<file path="config.mk">
export PLATFORM = sky130hd
export DESIGN_NAME = reg_to_apb_bridge
export DESIGN_NICKNAME = d
export VERILOG_FILES = /design/src/rtl/reg_to_apb_pkg.sv /design/src/rtl/reg_to_apb_decode.sv /design/src/rtl/reg_to_apb_bridge.sv
export SDC_FILE = /design/constraint.sdc
export NUM_CORES = 1
export LEC_CHECK = 0
export ABC_AREA = 1
export BUFFER_PORTS_ARGS = -buffer_cell sky130_fd_sc_hd__buf_4
export CORE_ASPECT_RATIO = 1.1
export CORE_MARGIN = 3
export CORE_UTILIZATION = 40
export CTS_CLUSTER_DIAMETER = 50
export DETAILED_ROUTE_END_ITERATION = 7
export PLACE_DENSITY = 0.69
export SETUP_SLACK_MARGIN = 0.5
export SYNTH_ARGS = -nofsm -noshare
export SYNTH_HDL_FRONTEND = slang
export SYNTH_HIERARCHICAL = 1
export SYNTH_SLANG_ARGS = --single-unit
</file>
<file path="constraint.sdc">
create_clock -name clk_i -period 10.11 [get_ports clk_i]
set_input_delay 1.011 -clock clk_i [delete_from_list [all_inputs] [get_ports clk_i]]
set_output_delay 1.011 -clock clk_i [all_outputs]
set_load 0.02 [all_outputs]
</file>
<file path="src/rtl/reg_to_apb_pkg.sv">
// -----------------------------------------------------------------------------
// reg_to_apb_pkg
//   Shared types and sizing helpers for the register-to-APB initiator bridge.
//   - state_e      : bridge FSM states (IDLE/SETUP/ACCESS/RESP)
//   - clog2_min1() : index width for a select vector, never below 1 bit
//   - to_width()   : width of a counter that must hold 0..TIMEOUT_CYCLES
//   - IDX_W / TO_W : widths for the default configuration (4 slaves, 255 cycles)
// -----------------------------------------------------------------------------
package reg_to_apb_pkg;

  typedef enum logic [1:0] {
    ST_IDLE   = 2'd0,
    ST_SETUP  = 2'd1,
    ST_ACCESS = 2'd2,
    ST_RESP   = 2'd3
  } state_e;

  localparam int DEF_NUM_SLAVES     = 4;
  localparam int DEF_TIMEOUT_CYCLES = 255;

  // A single-slave bridge still needs a 1-bit index so slicing stays legal.
  function automatic int clog2_min1(input int n);
    return (n <= 2) ? 1 : $clog2(n);
  endfunction

  function automatic int to_width(input int timeout_cycles);
    return $clog2(timeout_cycles + 1);
  endfunction

  localparam int IDX_W = clog2_min1(DEF_NUM_SLAVES);
  localparam int TO_W  = to_width(DEF_TIMEOUT_CYCLES);

endpackage : reg_to_apb_pkg

</file>
<file path="src/rtl/reg_to_apb_decode.sv">
// -----------------------------------------------------------------------------
// reg_to_apb_decode
//   Combinational address decoder: maps a byte address onto one of NUM_SLAVES
//   equally sized regions starting at BASE_ADDR.
//   Ports:
//     addr_i  in  ADDR_WIDTH  byte address to decode
//     hit_o   out 1           address falls inside one of the slave regions
//     idx_o   out IDX_W       region index, meaningful only when hit_o=1
// -----------------------------------------------------------------------------
module reg_to_apb_decode
  import reg_to_apb_pkg::*;
#(
  parameter int                    ADDR_WIDTH    = 32,
  parameter int                    NUM_SLAVES    = 4,
  parameter logic [ADDR_WIDTH-1:0] BASE_ADDR     = ADDR_WIDTH'(32'h1A10_0000),
  parameter int                    SLV_SIZE_LOG2 = 12,
  parameter int                    IDX_W         = clog2_min1(NUM_SLAVES)
) (
  input  logic [ADDR_WIDTH-1:0] addr_i,
  output logic                  hit_o,
  output logic [IDX_W-1:0]      idx_o
);

  logic [ADDR_WIDTH-1:0] w_offset;
  logic [ADDR_WIDTH-1:0] w_region;

  // Below-base addresses wrap to a huge offset; the explicit >= check rejects
  // them even when the wrapped region number happens to look small.
  assign w_offset = addr_i - BASE_ADDR;
  assign w_region = w_offset >> SLV_SIZE_LOG2;
  assign hit_o    = (addr_i >= BASE_ADDR) && (w_region < ADDR_WIDTH'(NUM_SLAVES));
  assign idx_o    = w_region[IDX_W-1:0];

endmodule : reg_to_apb_decode

</file>
<file path="src/rtl/reg_to_apb_bridge.sv">
// -----------------------------------------------------------------------------
// reg_to_apb_bridge
//   Turns single REG_BUS-style requests into APB4 SETUP/ACCESS transfers on one
//   of NUM_SLAVES decoded slaves, and returns rdata/error to the requester.
//   A wait-state timeout forces an error response if a slave never answers.
//   Ports:
//     clk_i, rst_i            clock, asynchronous active-high reset
//     reg_addr_i/_write_i/_wdata_i/_wstrb_i/_valid_i   request (held until ready)
//     reg_ready_o/_rdata_o/_error_o                    one-cycle response
//     paddr_o/pwrite_o/pwdata_o/pstrb_o/psel_o/penable_o  APB4 initiator outputs
//     prdata_i/pready_i/pslverr_i                      per-slave APB returns
// -----------------------------------------------------------------------------
module reg_to_apb_bridge
  import reg_to_apb_pkg::*;
#(
  parameter int                    ADDR_WIDTH     = 32,
  parameter int                    DATA_WIDTH     = 32,
  parameter int                    NUM_SLAVES     = 4,
  parameter logic [ADDR_WIDTH-1:0] BASE_ADDR      = ADDR_WIDTH'(32'h1A10_0000),
  parameter int                    SLV_SIZE_LOG2  = 12,
  parameter int                    TIMEOUT_CYCLES = 255
) (
  input  logic                             clk_i,
  input  logic                             rst_i,
  input  logic [ADDR_WIDTH-1:0]            reg_addr_i,
  input  logic                             reg_write_i,
  input  logic [DATA_WIDTH-1:0]            reg_wdata_i,
  input  logic [DATA_WIDTH/8-1:0]          reg_wstrb_i,
  input  logic                             reg_valid_i,
  output logic                             reg_ready_o,
  output logic [DATA_WIDTH-1:0]            reg_rdata_o,
  output logic                             reg_error_o,
  output logic [ADDR_WIDTH-1:0]            paddr_o,
  output logic                             pwrite_o,
  output logic [DATA_WIDTH-1:0]            pwdata_o,
  output logic [DATA_WIDTH/8-1:0]          pstrb_o,
  output logic [NUM_SLAVES-1:0]            psel_o,
  output logic                             penable_o,
  input  logic [NUM_SLAVES*DATA_WIDTH-1:0] prdata_i,
  input  logic [NUM_SLAVES-1:0]            pready_i,
  input  logic [NUM_SLAVES-1:0]            pslverr_i
);

  localparam int SEL_W  = clog2_min1(NUM_SLAVES);
  localparam int CNT_W  = to_width(TIMEOUT_CYCLES);
  localparam int STRB_W = DATA_WIDTH / 8;
  localparam logic [CNT_W-1:0] CNT_LAST = CNT_W'(TIMEOUT_CYCLES - 1);

  state_e                  r_state;
  logic [SEL_W-1:0]        r_idx;
  logic [CNT_W-1:0]        r_cnt;
  logic [ADDR_WIDTH-1:0]   r_paddr;
  logic                    r_pwrite;
  logic [DATA_WIDTH-1:0]   r_pwdata;
  logic [STRB_W-1:0]       r_pstrb;
  logic [NUM_SLAVES-1:0]   r_psel;
  logic                    r_penable;
  logic                    r_ready;
  logic [DATA_WIDTH-1:0]   r_rdata;
  logic                    r_error;

  logic                    w_hit;
  logic [SEL_W-1:0]        w_idx;
  logic                    w_sel_ready;
  logic                    w_sel_err;
  logic [DATA_WIDTH-1:0]   w_sel_rdata;
  logic [NUM_SLAVES-1:0]   w_sel_onehot;

  reg_to_apb_decode #(
    .ADDR_WIDTH    (ADDR_WIDTH),
    .NUM_SLAVES    (NUM_SLAVES),
    .BASE_ADDR     (BASE_ADDR),
    .SLV_SIZE_LOG2 (SLV_SIZE_LOG2),
    .IDX_W         (SEL_W)
  ) u_decode (
    .addr_i (reg_addr_i),
    .hit_o  (w_hit),
    .idx_o  (w_idx)
  );

  assign w_sel_onehot = NUM_SLAVES'(1) << w_idx;

  // Only the selected slave's return signals are ever looked at; stray
  // pready/pslverr from other slaves cannot complete or fail a transfer.
  assign w_sel_ready = pready_i[r_idx];
  assign w_sel_err   = pslverr_i[r_idx];
  assign w_sel_rdata = prdata_i[r_idx*DATA_WIDTH +: DATA_WIDTH];

  // NOTE: every state register here uses non-blocking assignment so all of
  // them update from the same pre-edge values; blocking would let later lines
  // see already-updated state and break the cycle-exact APB phases.
  // NOTE: the data registers (address, write data, read data) are reset too,
  // because every output drives straight from a register and must read 0
  // while idle or in reset.
  always_ff @(posedge clk_i or posedge rst_i) begin
    if (rst_i) begin
      r_state   <= ST_IDLE;
      r_idx     <= '0;
      r_cnt     <= '0;
      r_paddr   <= '0;
      r_pwrite  <= 1'b0;
      r_pwdata  <= '0;
      r_pstrb   <= '0;
      r_psel    <= '0;
      r_penable <= 1'b0;
      r_ready   <= 1'b0;
      r_rdata   <= '0;
      r_error   <= 1'b0;
    end else begin
      case (r_state)
        ST_IDLE: begin
          if (reg_valid_i) begin
            if (w_hit) begin
              r_paddr  <= reg_addr_i;
              r_pwrite <= reg_write_i;
              r_pwdata <= reg_wdata_i;
              r_pstrb  <= reg_write_i ? reg_wstrb_i : '0;
              r_psel   <= w_sel_onehot;
              r_idx    <= w_idx;
              r_state  <= ST_SETUP;
            end else begin
              // Decode miss: answer immediately, never touch the APB side.
              r_ready  <= 1'b1;
              r_error  <= 1'b1;
              r_rdata  <= '0;
              r_state  <= ST_RESP;
            end
          end
        end

        ST_SETUP: begin
          r_penable <= 1'b1;
          r_state   <= ST_ACCESS;
        end

        ST_ACCESS: begin
          // Completion is tested first so a pready on the expiry cycle wins.
          if (w_sel_ready || (r_cnt == CNT_LAST)) begin
            r_ready   <= 1'b1;
            r_error   <= w_sel_ready ? w_sel_err : 1'b1;
            r_rdata   <= (w_sel_ready && !r_pwrite) ? w_sel_rdata : '0;
            r_psel    <= '0;
            r_penable <= 1'b0;
            r_paddr   <= '0;
            r_pwrite  <= 1'b0;
            r_pwdata  <= '0;
            r_pstrb   <= '0;
            r_state   <= ST_RESP;
          end else begin
            r_cnt <= r_cnt + CNT_W'(1);
          end
        end

        ST_RESP: begin
          r_ready <= 1'b0;
          r_error <= 1'b0;
          r_rdata <= '0;
          r_cnt   <= '0;
          r_state <= ST_IDLE;
        end

        default: r_state <= ST_IDLE;
      endcase
    end
  end

  assign reg_ready_o = r_ready;
  assign reg_rdata_o = r_rdata;
  assign reg_error_o = r_error;
  assign paddr_o     = r_paddr;
  assign pwrite_o    = r_pwrite;
  assign pwdata_o    = r_pwdata;
  assign pstrb_o     = r_pstrb;
  assign psel_o      = r_psel;
  assign penable_o   = r_penable;

endmodule : reg_to_apb_bridge

</file>
=== After elaboration in Yosys (flattened, before gate mapping) ===
Cells that the tools add are included.

* Register bits after elaboration: 120
* Input port bits: 208
* Output and inout bits: 108
* Logic and storage cells: 85

* Add/subtract/negate cells: 2
* Magnitude comparators: 3
* Eq/ne operators: 9
* Shift-type cells: 2
* Muxes and demuxes: 42
* Reduce and logical (&&, ||, !) cells: 15

{| class="wikitable"
|+ Operator list
! kind !! number
|-
| two-way mux 32 bit || 9
|-
| one-hot mux 32 bit (2 select lines) || 2
|-
| indexed part select 128 x 8 -> 32 bit || 1
|-
| one-hot mux 32 bit (3 select lines) || 1
|-
| >= comparator 32 x 29 -> 1 bit, second input constant || 1
|-
| subtractor 32 x 29 -> 32 bit, second input constant || 1
|-
| two-way mux 4 bit || 6
|-
| < comparator 20 x 3 -> 1 bit, second input constant || 1
|-
| one-hot mux 4 bit (2 select lines) || 2
|-
| one-hot mux 8 bit (2 select lines) || 1
|-
| two-way mux 1 bit || 10
|-
| adder 8 x 1 -> 8 bit, second input constant || 1
|-
| == test 8 bit, second input constant || 1
|-
| two-way mux 8 bit || 1
|-
| != test 2 bit, second input constant || 4
|-
| one-hot mux 2 bit (4 select lines) || 1
|-
| AND reduction 4 bit || 2
|-
| two-way mux 2 bit || 3
|-
| one-hot mux 1 bit (3 select lines) || 2
|-
| AND reduction 2 bit || 3
|-
| nonzero test 2 bit || 3
|-
| binary-select mux 1 bit (select 2 bit) || 2
|-
| == test 2 bit, second input constant || 2
|-
| one-hot mux 1 bit (2 select lines) || 2
|-
| 10 further kinds || 11
|}

=== Depth between registers and ports, before layout ===
Gate-level depths: netlist of run 1.

* Depth after elaboration: 6
* Depth in mapped cells: 14

=== By module ===
The synthesis of run 1 kept the hierarchy.

{| class="wikitable"
|+ By module, submodules not included
! module !! instances !! cells an instance !! area each (um2) !! seq. area each (um2)
|-
| reg_to_apb_bridge || 1 || 1050 || 7174.4 || 3002.9
|-
| reg_to_apb_decode || 1 || 62 || 287.8 || 0.0
|}

=== Worst setup path after synthesis of run 1 ===
No wires, ideal clock.

* Kind: input to register
* From: input port reg_addr_i[20]
* To: register r_psel[0], in the netlist psel_o[0]
* Library setup time: 0.065 ns
* Arrival time: 2.444 ns
* Required time: 10.045 ns
* Slack: 7.601 ns
* Cell stages on the path: 13
* Path buffers: 2
* Cells stage by stage: nor2_4 > nand2_2 > nand2_1 > nand2_1 > nor2_2 > nand2_1 > nor3_2 > nor2_1 > nor2_1 > buf_2 > buf_1 > nand3_1 > nand2_1

* Cells in the longest elaborated chain, start to end: 5
* Elaborated cells between the ends (all ways): 6
* Those cells by class: 1 x add/sub; 2 x order compare; 1 x eq/ne; 2 x reduce/logical

{| class="wikitable"
|+ RTL lines
! what !! RTL line !! RTL
|-
| start: declaration || reg_to_apb_bridge.sv:25 || <nowiki>input logic [ADDR_WIDTH-1:0] reg_addr_i,</nowiki>
|-
| subtractor 32 x 29 -> 32 bit || reg_to_apb_decode.sv:29 || <nowiki>assign w_offset = addr_i - BASE_ADDR;</nowiki>
|-
| < comparator 20 x 3 -> 1 bit || reg_to_apb_decode.sv:31 || <nowiki>assign hit_o = (addr_i >= BASE_ADDR) && (w_region < ADDR_WIDTH'(NUM_SLAVES));</nowiki>
|-
| logical AND 1 bit * || reg_to_apb_decode.sv:31 ||
|-
| net w_hit || reg_to_apb_bridge.sv:62 || <nowiki>logic w_hit;</nowiki>
|-
| != test 2 x 1 -> 1 bit (no source line) * || -- ||
|-
| AND reduction 4 bit (no source line) * || -- ||
|-
| end signal: assignment || reg_to_apb_bridge.sv:118 || <nowiki>r_psel <= w_sel_onehot;</nowiki>
|-
| end: declaration || reg_to_apb_bridge.sv:56 || <nowiki>logic [NUM_SLAVES-1:0] r_psel;</nowiki>
|}

The timed path passes the listed nets; every way through them passes the cells marked *.
A chain may end at the register's enable or synchronous reset.

=== Final worst setup path of run 1 ===
* From: input port reg_addr_i[20]
* To: register r_rdata[6], in the netlist reg_rdata_o[6]

* Cells in the longest elaborated chain, start to end: 5
* Elaborated cells between the ends (all ways): 6
* Those cells by class: 1 x add/sub; 2 x order compare; 1 x eq/ne; 2 x reduce/logical

{| class="wikitable"
|+ RTL lines
! what !! RTL line !! RTL
|-
| subtractor 32 x 29 -> 32 bit || reg_to_apb_decode.sv:29 ||
|-
| < comparator 20 x 3 -> 1 bit || reg_to_apb_decode.sv:31 ||
|-
| logical AND 1 bit * || reg_to_apb_decode.sv:31 ||
|-
| net w_hit || reg_to_apb_bridge.sv:62 ||
|-
| != test 2 bit (no source line) * || -- ||
|-
| AND reduction 4 bit (no source line) * || -- ||
|-
| end signal: assignment || reg_to_apb_bridge.sv:141 || <nowiki>r_rdata <= (w_sel_ready && !r_pwrite) ? w_sel_rdata : '0;</nowiki>
|-
| end: declaration || reg_to_apb_bridge.sv:59 || <nowiki>logic [DATA_WIDTH-1:0] r_rdata;</nowiki>
|}

Marks and branches as above.

==> impl_metrics.json, run 1 <==
{
  "status": "completed",
  "grt_pass1_vias": 7369,
  "rsz0062_at_grt": "no",
  "cts_tree": "done",
  "finalSetupViolCount": 0,
  "ys_seq_elements": 120,
  "firstDrtPassIters": 5,
  "fin_skew_ps": 7.93,
  "p_sw_mw": 1.30,
  "cp_data_required_time_ps": 10410,
  "synthToLayoutAreaGrowth_pct": 38.9,
  "ys_warn_count": 6,
  "startpoint_type": "input port",
  "grt_pass1_wl_microns": 37300,
  "cp_common_cell": "nand2_1",
  "grt.overflow.total": 0,
  "design_area_sq_um": 10400,
  "clockPowerShare_pct": 20.3,
  "io_pins": 316,
  "rows": 51,
  "fin_tns_setup_ps": 0,
  "synth_cells": 1112,
  "power.leakage_nw": 5.90,
  "initial_utilization_pct": 41.5,
  "ys_seq_area_share_pct": 40.2,
  "die_w_microns": 136,
  "dr_wl_met2_microns": 11500,
  "p_comb_share_pct": 52.2,
  "cts-hold-fix-buffers": 0,
  "numPortBuffers": 315,
  "total_power_mw": 2.82,
  "crit_chain": "buf_4, nor2_4, nand3_1, nand3_1, nand2_1, nand2_1, nor3_2, nor2_1, inv_1, o21ai_4, buf_4, nand3_2, nand2_1, nand2_1",
  "relSlewSlack_pct": 24.6,
  "final_hold_viol_count": 0,
  "grt_use_total_pct": 22.9,
  "crit_slowest_cell": "nand3_2",
  "antenna_found_initial": 0,
  "synth_cell_types": 26,
  "clk_path_buf_depth": 2,
  "viasPerCell": 4.77,
  "route.vias.total": 7783,
  "clock_latency_ps": 420,
  "tightestPinTransition_ps": 1130,
  "core_area_sq_um": 18000,
  "intPower_mw": 1.53,
  "cts_max_level": 4,
  "cts_root_buffer": "clkbuf_16",
  "cts_sinks": 120,
  "fin_crit_ps": 3230,
  "postPlaceCellArea_sq_um": 9800,
  "final_nets": 1595,
  "dr.max_layer_used": "met4",
  "post_cts_resize_count": 0,
  "finalMaxSlewViolations": 0,
  "dp_hpwl_microns": 17400,
  "swShare_pct": 46.0,
  "cp.arrival_ps": 3530,
  "route.met3.wl_microns": 2130,
  "die-area_sq_um": 20300,
  "drive_gt1_share_pct": 28.2,
  "powerDensity_nw_per_um2": 272,
  "critical_path_class": "in -> reg",
  "drc": 0,
  "grt_max_degree": 93,
  "synthesis.nets": 1325,
  "wl_met1_microns": 9950,
  "netlist_area_sq_um": 7460,
  "vdd_ir_drop_max_mv": 0.189,
  "cp_max_fo": 35,
  "diodes": 0,
  "fmax_mhz": 310,
  "drt_wl_total_microns": 24200,
  "seqPwrFrac_pct": 27.6,
  "cp-end-kind": "flip-flop",
  "finalCritPeriodShare_pct": 32.0,
  "cts_buffers": 17,
  "ant_nets": 0,
  "wl_per_cell_microns": 14.8,
  "die_h_microns": 149,
  "syn_avg_cell_area_sq_um": 6.71,
  "place.gp.congestion": 0.843,
  "path_clk_slew_ps": 60,
  "cap_viol_max_count": 0,
  "hold_class": "reg -> reg",
  "cts_post_setup_buffers_inserted": 0,
  "first_iter_violations": 372,
  "crit_path_max_incr_delay_ps": 640
}
## synthesized netlist by cell type (all sizes together)
| library cell | count | share of area (%) |
|---|---|---|
| xor2 | 4 | 0.47 |
| clkbuf | 17 | 0.86 |
| nand2 | 657 | 33 |
| ha | 5 | 0.84 |
| inv | 34 | 1.7 |
| buf | 55 | 4.6 |
| nor3 | 5 | 0.40 |
| nand3b | 68 | 6.8 |
| nand4 | 2 | 0.17 |
| dfrtp | 120 | 40 |
| nand3 | 65 | 5.9 |
| o21bai | 1 | 0.10 |
| nor2 | 62 | 3.5 |
| xnor2 | 1 | 0.12 |
| o21ai | 16 | 1.1 |
## metrics by stage
step                      utilization [%]  hold WS (ps)  std cells  worst slack, ps
final                                57.6           477       1633             6880
after detailed placement             54.4           466       1601             6430
after global placement               54.4           463       1601             6470
after global routing                 57.6           492       1633             6630
after CTS                            57.6           481       1633             6860
after floorplan                         -           495       1112             5910
## worst paths after layout
kind                       cells past startpoint             startpoint  slack [ps]                         end
min reg2reg                                    2  psel_o[3]$_DFFE_PP0P_         480       psel_o[3]$_DFFE_PP0P_
max in group asynchronous                      3                  rst_i        8060        r_idx[0]$_DFFE_PP0P_
max reg2reg                                   10   r_idx[0]$_DFFE_PP0P_        7010    pwdata_o[31]$_DFFE_PP0P_
min                                            2  psel_o[3]$_DFFE_PP0P_         480       psel_o[3]$_DFFE_PP0P_
min in group asynchronous                      2                  rst_i         740    pwdata_o[21]$_DFFE_PP0P_
max                                           14         reg_addr_i[20]        6880  reg_rdata_o[6]$_DFFE_PP0P_
## cell families after synthesis
kind of cell / after synthesis / share of synthesized area [%]
fa+ha+maj: 5 / 0.838
xor+xnor: 5 / 0.587
buf+inv: 106 / 7.19
flops: 120 / 40.2
compound gates: 17 / 1.22
simple gates: 859 / 49.9
## layer usage
layer,up-vias,GRT usage (%)
met4,0,8.42
met3,34,7.09
met5,-,0
met1,3534,27.4
met2,248,38.8
li1,3967,-
## critical path: cells and delay by family
kind,cells,cell delay [ps]
buffers and inverters,3,680
AOI/OAI and AO/OA,1,60
and+or+nand+nor,10,1760
## layout by cell type, fill, tap and decap left out
cell type,Yosys,routed
xnor2_1,1,1
nor2_2,3,3
clkbuf_8,0,1
o21ai_4,0,1
nor3_2,1,1
xor2_1,4,4
clkbuf_16,0,17
clkinv_4,0,3
o21ai_0,15,15
nor2_4,3,4
inv_6,0,1
nand3b_1,68,68
buf_4,5,323
nor3_1,4,4
nand2_2,1,1
nand4_1,2,2
dfrtp_2,0,1
inv_4,1,2
nand2_1,656,656
clkinvlp_4,0,7
nor2_1,56,55
inv_1,31,29
nand3_1,42,42
dfrtp_1,120,119
nand3_2,23,23
inv_2,2,3
bufinv_16,0,1
o21bai_1,1,1
clkinv_2,0,2
ha_1,5,5
## registers in the layout (all words and copies together), names as in the netlist
name         count
r_idx            2
r_state          2
pstrb_o          4
reg_error_o      1
r_cnt            8
pwrite_o         1
paddr_o         32
penable_o        1
psel_o           4
reg_rdata_o     32
pwdata_o        32
reg_ready_o      1
## layout make-up
type | count | area, sq um
Clock buffer | 18 | 439
Clock inverter | 14 | 128
Fill cell | 1780 | 7630
Inverter | 34 | 133
Multi-Input combinational cell | 886 | 3940
Sequential cell | 120 | 3000
Tap cell | 238 | 298
Timing Repair Buffer | 323 | 2420
## power groups by stage
| stage | Combinational, mW | Sequential (mW) | Clock (mW) |
|---|---|---|---|
| global route | 1.62 | 0.803 | 0.608 |
| finish | 1.47 | 0.779 | 0.572 |
| detailed placement | 1.50 | 0.779 | 0 |
| global placement | 1.48 | 0.783 | 0 |
| CTS | 1.49 | 0.779 | 0.586 |
| floorplan | 0.766 | 0.981 | 0 |
Note: power is estimated with default switching activity, not from simulation.
==> run 2, diff against run 1 <==
--- a/config.mk
+++ b/config.mk
@@ -5,14 +5,14 @@
 export SDC_FILE = /design/constraint.sdc
 export NUM_CORES = 1
 export LEC_CHECK = 0
-export ABC_AREA = 1
+export ABC_AREA = 0
 export BUFFER_PORTS_ARGS = -buffer_cell sky130_fd_sc_hd__buf_4
 export CORE_ASPECT_RATIO = 1.1
 export CORE_MARGIN = 3
 export CORE_UTILIZATION = 40
 export CTS_CLUSTER_DIAMETER = 50
 export DETAILED_ROUTE_END_ITERATION = 7
-export PLACE_DENSITY = 0.69
+export PLACE_DENSITY = 0.72
 export SETUP_SLACK_MARGIN = 0.5
 export SYNTH_ARGS = -nofsm -noshare
 export SYNTH_HDL_FRONTEND = slang
==> constraint.sdc (replaced) <==
create_clock -name clk_i -period 3.3 [get_ports clk_i]
set_input_delay 0.33 -clock clk_i [delete_from_list [all_inputs] [get_ports clk_i]]
set_output_delay 0.33 -clock clk_i [all_outputs]
set_load 0.02 [all_outputs]
==> run 2 against run 1 <==
Clock power grew to 3.1 times the previous value; worst setup slack worse by 6000 ps; critical path type unchanged; cell count is 42% lower; area after synthesis is 19% lower; sequential power is 140% higher; largest cell class is now sequential cells.
==> impl_metrics.json, run 2 <==
{
  "rsz0062_at_grt": "no",
  "relSlewSlack_pct": 49.7,
  "synth_area_leaders": "dfrtp_1 50%, mux4_2 13%, a22o_1 9.6%, mux2_4 7.2%, and2b_1 1.9%",
  "cts_sinks": 120,
  "ys_seq_area_share_pct": 49.8,
  "synth_cell_types": 47,
  "cts_tree": "done",
  "post_cts_resize_count": 0,
  "drive_gt1_share_pct": 57.6,
  "rr_worst_depth": 5,
  "cts_root_buffer": "clkbuf_16",
  "synthToLayoutAreaGrowth_pct": 51.7,
  "synth_common_cells": "120 x dfrtp_1, 66 x a22o_1, 34 x mux4_2",
  "die_w_microns": 123,
  "cts_post_setup_buffers_inserted": 0,
  "clock_latency_ps": 410,
  "synth.top_cell.area_share_pct": 49.8,
  "yosysTopAreaCell": "dfrtp_1",
  "startpoint_type": "input port",
  "power.leakage_nw": 4.69,
  "crit_path_max_incr_delay_ps": 570,
  "place.gp.congestion": 0.800,
  "clk_path_buf_depth": 2,
  "holdPathStages": 2,
  "viasPerCell": 5.37,
  "cp_num_cells": 8,
  "cp_top_family": "compound AO/OA/AOI/OAI gates",
  "status": "completed",
  "synth-main-ff-cell": "dfrtp_1",
  "dp_hpwl_microns": 14700,
  "syn_avg_cell_area_sq_um": 13.9,
  "ant_nets": 0,
  "ys_seq_elements": 120,
  "finalCritPeriodShare_pct": 74.7,
  "cp-end-kind": "flip-flop",
  "cp_data_required_time_ps": 3590,
  "cp_max_fo": 24,
  "netlist_area_sq_um": 6020,
  "grt.overflow.total": 0,
  "initial_utilization_pct": 41.4,
  "finalSetupViolCount": 0,
  "numPortBuffers": 315,
  "core_area_sq_um": 14600,
  "powerDensity_nw_per_um2": 650,
  "first_iter_violations": 242,
  "grt_pass1_vias": 5299,
  "fmax_mhz": 406,
  "cp.arrival_ps": 2750,
  "path_clk_slew_ps": 60,
  "crit_chain": "buf_4, o211a_1, or3_1, a2111oi_2, o21ai_0, o311ai_4, buf_12, mux2_2",
  "final_core_util_pct": 62.8,
  "grt_use_total_pct": 22.0,
  "cap_viol_max_count": 0,
  "crit_slowest_cell": "a2111oi_2",
  "fin_skew_ps": 13.9,
  "die-area_sq_um": 16600,
  "rows": 46,
  "synth_most_common_cell": "dfrtp_1",
  "final_hold_viol_count": 0,
  "vdd_ir_drop_max_mv": 0.377,
  "route.vias.total": 5084,
  "async_flop_share_pct": 100,
  "critical_path_class": "in -> reg",
  "synth_edf_count": 0,
  "ys_warn_count": 6,
  "antenna_found_initial": 1,
  "drc": 0,
  "synth_cells": 432,
  "cts_buffers": 17,
  "diodes": 0,
  "wl_per_cell_microns": 19.9,
  "io_pins": 316,
  "grt_max_degree": 73,
  "whs_ps": 151,
  "final_common_cell": "buf_4",
  "final_cell_mix": "323 x buf_4, 119 x dfrtp_1, 66 x a22o_1",
  "final_nets": 955,
  "fin_tns_setup_ps": 0,
  "cts_max_level": 4,
  "finalMaxSlewViolations": 0,
  "tightestPinTransition_ps": 755,
  "synthesis.nets": 645,
  "grt_pass1_wl_microns": 28100,
  "die_h_microns": 135,
  "hold_class": "in -> reg",
  "drt_wl_total_microns": 18900,
  "fin_crit_ps": 2470,
  "path_buf_inv": 2,
  "firstDrtPassIters": 4
}
## run 2: cell type report
| type | instances | area [sq um] |
|---|---|---|
| Timing Repair Buffer | 327 | 2490 |
| Sequential cell | 120 | 3000 |
| Clock buffer | 19 | 433 |
| Clock inverter | 13 | 148 |
| Inverter | 10 | 41.3 |
| Fill cell | 1150 | 5420 |
| Tap cell | 192 | 240 |
| Multi-Input combinational cell | 266 | 2780 |
## run 2: metrics by stage
| stage | setup slack, ps | area, sq um | cells | total power, mW |
|---|---|---|---|---|
| global route | 718 | 9140 | 947 | 6.21 |
| global placement | 526 | 8550 | 914 | 4.13 |
| floorplan | 764 | 6030 | 432 | 3.43 |
| finish | 835 | 9140 | 947 | 5.94 |
| detailed placement | 442 | 8550 | 914 | 4.19 |
| CTS | 861 | 9140 | 947 | 6.00 |
## run 2: power breakdown
group,total (mW),internal (mW),switching (mW)
Sequential,1.89,1.71,0.178
Combinational,2.26,1.08,1.18
Clock,1.79,1.12,0.673
## run 2: cells by family after synthesis
family	Yosys count	share of synthesized area, %
muxes	68	20.8
xor gates and xnor gates	2	0.291
DFF	120	49.8
AOI/OAI and AO/OA	108	15.2
adders and majority gates	5	1.04
and+or+nand+nor	83	8.62
buffers and inverters	46	4.15
## run 2: path summary, 6_finish.rpt
path | from | endpoint | slack, ps
max | reg_addr_i[25] | reg_rdata_o[31]$_DFFE_PP0P_ | 830
min | reg_wdata_i[4] | pwdata_o[4]$_DFFE_PP0P_ | 150
max reg2reg | r_idx[0]$_DFFE_PP0P_ | pwdata_o[29]$_DFFE_PP0P_ | 940
min reg2reg | psel_o[2]$_DFFE_PP0P_ | psel_o[2]$_DFFE_PP0P_ | 490
max in group asynchronous | rst_i | r_idx[0]$_DFFE_PP0P_ | 2070
min in group asynchronous | rst_i | reg_rdata_o[20]$_DFFE_PP0P_ | 410
## run 2: layer usage
layer / part of all wire [%] / track usage [%]
met5: 0.069 / 0
met2: 51 / 38.5
met4: 3.0 / 8.37
met1: 37 / 25.5
met3: 8.8 / 5.99
## run 2: timing repair
item / 4_1_cts / 5_1_grt
hold buffers: 1 / 0
setup endpoints to repair: 0 / 0
hold endpoints to repair: 4 / 0
==> run 3, diff against run 2 <==
==> constraint.sdc (replaced) <==
create_clock -name clk_i -period 2.4 [get_ports clk_i]
set_input_delay 0.24 -clock clk_i [delete_from_list [all_inputs] [get_ports clk_i]]
set_output_delay 0.24 -clock clk_i [all_outputs]
set_load 0.02 [all_outputs]
==> run 3 against run 2 <==
Combinational power is 110% higher; cell count is 5.9% higher; utilization is 7.6 points higher; clock-buffer cell count is 1 lower; worst setup slack worse by 540 ps; register-to-register slack worse by 640 ps; sequential power is 37% higher; sequential share of layout area is 3.6 points lower; critical path depth is 3 higher; first-iteration DRC count is 56% higher.
==> impl_metrics.json, run 3 (synthesis gave the netlist of run 2 again) <==
{
  "clk_path_buf_depth": 2,
  "route.vias.total": 5412,
  "fin_crit_ps": 2110,
  "dp_hpwl_microns": 14400,
  "drc": 0,
  "finalCritPeriodShare_pct": 87.8,
  "grt_max_degree": 64,
  "final_hold_viol_count": 0,
  "p_sw_mw": 3.37,
  "power.leakage_nw": 5.19,
  "fin_ws_ps": 292,
  "rows": 46,
  "viasPerCell": 5.40,
  "vdd_ir_drop_max_mv": 0.573,
  "clock_latency_ps": 410,
  "diodes": 0,
  "core_area_sq_um": 14600,
  "cp_max_fo": 8,
  "clockPowerShare_pct": 26.5,
  "fmax_mhz": 474,
  "cts_max_level": 4,
  "relSlewSlack_pct": 48.0,
  "cts_buffers": 17,
  "cts_tree": "done",
  "die-area_sq_um": 16600,
  "cp-end-kind": "flip-flop",
  "cp.arrival_ps": 2400,
  "critical_path_class": "in -> reg",
  "synthToLayoutAreaGrowth_pct": 70.1,
  "holdPathStages": 2,
  "finalSetupViolCount": 0,
  "swShare_pct": 33.5,
  "io_pins": 316,
  "finalMaxSlewViolations": 0,
  "p_comb_share_pct": 47.7,
  "die_h_microns": 135,
  "grt.overflow.total": 0,
  "place.gp.congestion": 0.825,
  "drive_gt1_share_pct": 62.1,
  "place_ws_ps": -77.7,
  "total_power_mw": 10.0,
  "grt_use_total_pct": 24.8,
  "final_common_cell": "buf_4",
  "drt_wl_total_microns": 21900,
  "ant_nets": 0,
  "rr_worst_depth": 6,
  "first_iter_violations": 378,
  "fin_tns_setup_ps": 0,
  "fin_skew_ps": 9.48,
  "numPortBuffers": 315,
  "cap_viol_max_count": 0,
  "cp_data_required_time_ps": 2690,
  "firstDrtPassIters": 4,
  "grt_pass1_vias": 5796,
  "initial_utilization_pct": 41.4,
  "antenna_found_initial": 1,
  "grt_pass1_wl_microns": 31400,
  "final_nets": 1012,
  "hold_class": "in -> reg",
  "final_cell_mix": "336 x buf_4, 119 x dfrtp_1, 66 x a22o_1",
  "cts-hold-fix-buffers": 0,
  "path_clk_slew_ps": 60,
  "status": "completed",
  "seqPwrFrac_pct": 25.8,
  "startpoint_type": "input port",
  "wl_per_cell_microns": 21.8,
  "tightestPinTransition_ps": 781,
  "cts_sinks": 120,
  "rsz0062_at_grt": "yes",
  "powerDensity_nw_per_um2": 979,
  "intPower_mw": 6.67,
  "die_w_microns": 123,
  "cts_root_buffer": "clkbuf_16"
}
## run 3: cell count changes in the layout (fill, tap and decap cells not counted), moves of 5 or more
| cell | previous run | this run |
|---|---|---|
| clkbuf_16 | 17 | 22 |
| buf_6 | 0 | 17 |
| buf_4 | 323 | 336 |
| buf_16 | 0 | 13 |
| buf_12 | 3 | 10 |
## run 3: path summary, 6_finish.rpt
path / startpoint / endpoint / slack [ps]
max: reg_addr_i[16] / reg_rdata_o[13]$_DFFE_PP0P_ / 290
min: reg_wdata_i[27] / pwdata_o[27]$_DFFE_PP0P_ / 50
max reg2reg: r_idx[0]$_DFFE_PP0P_ / reg_rdata_o[13]$_DFFE_PP0P_ / 300
min reg2reg: psel_o[2]$_DFFE_PP0P_ / psel_o[2]$_DFFE_PP0P_ / 480
max in group asynchronous: rst_i / paddr_o[28]$_DFFE_PP0P_ / 1790
min in group asynchronous: rst_i / reg_rdata_o[25]$_DFFE_PP0P_ / 70
## run 3: area by class of cell
| class | instances | area (sq um) |
|---|---|---|
| Clock inverter | 13 | 173 |
| Tap cell | 192 | 240 |
| Multi-Input combinational cell | 267 | 2920 |
| Timing Repair Buffer | 383 | 3430 |
| Sequential cell | 120 | 3000 |
| Inverter | 10 | 41.3 |
| Clock buffer | 18 | 439 |
| Fill cell | 1010 | 4310 |
## run 3: metal layers
| metal | GRT usage [%] | vias to the layer above | wire length, microns |
|---|---|---|---|
| li1 | - | 2414 | - |
| met1 | 27.8 | 2678 | 7730 |
| met2 | 44.6 | 292 | 11900 |
| met3 | 7.62 | 26 | 1870 |
| met4 | 8.18 | 2 | 362 |
| met5 | 0 | - | 13 |
## run 3: critical path, stage by stage
cell and delay (ps):
buf_4 120, nor4_2 340, nand3_1 210, a2111oi_4 370, buf_4 190, buf_6 110, o21ai_4 70, o311ai_4 90
buf_12 190, clkbuf_16 160, mux2_4 290
## run 3: what timing repair did
action,4_1_cts,5_1_grt
gates cloned,14,5
resized for setup,25,28
buffers inserted,17,7
pin swaps,8,24
endpoints found under the setup margin,102,112
## run 3: power groups by stage
stage | combinational (mW) | sequential (mW) | clock (mW)
final | 4.79 | 2.59 | 2.66
after global routing | 5.02 | 2.63 | 2.79
after CTS | 4.47 | 2.58 | 2.66
after detailed placement | 3.38 | 2.61 | 0
after global placement | 3.28 | 2.61 | 0
after floorplan | 1.91 | 2.91 | 0
## run 3: per-stage QoR
| stage | utilization (%) | hold slack, ps | instance area (sq um) | std cells |
|---|---|---|---|---|
| global route | 70.4 | 36.3 | 10200 | 1003 |
| global placement | 59.9 | 463 | 8720 | 929 |
| finish | 70.4 | 52.2 | 10200 | 1003 |
| floorplan | - | 380 | 6110 | 432 |
| detailed placement | 59.9 | 467 | 8720 | 929 |
| CTS | 68.3 | 39.9 | 9940 | 991 |
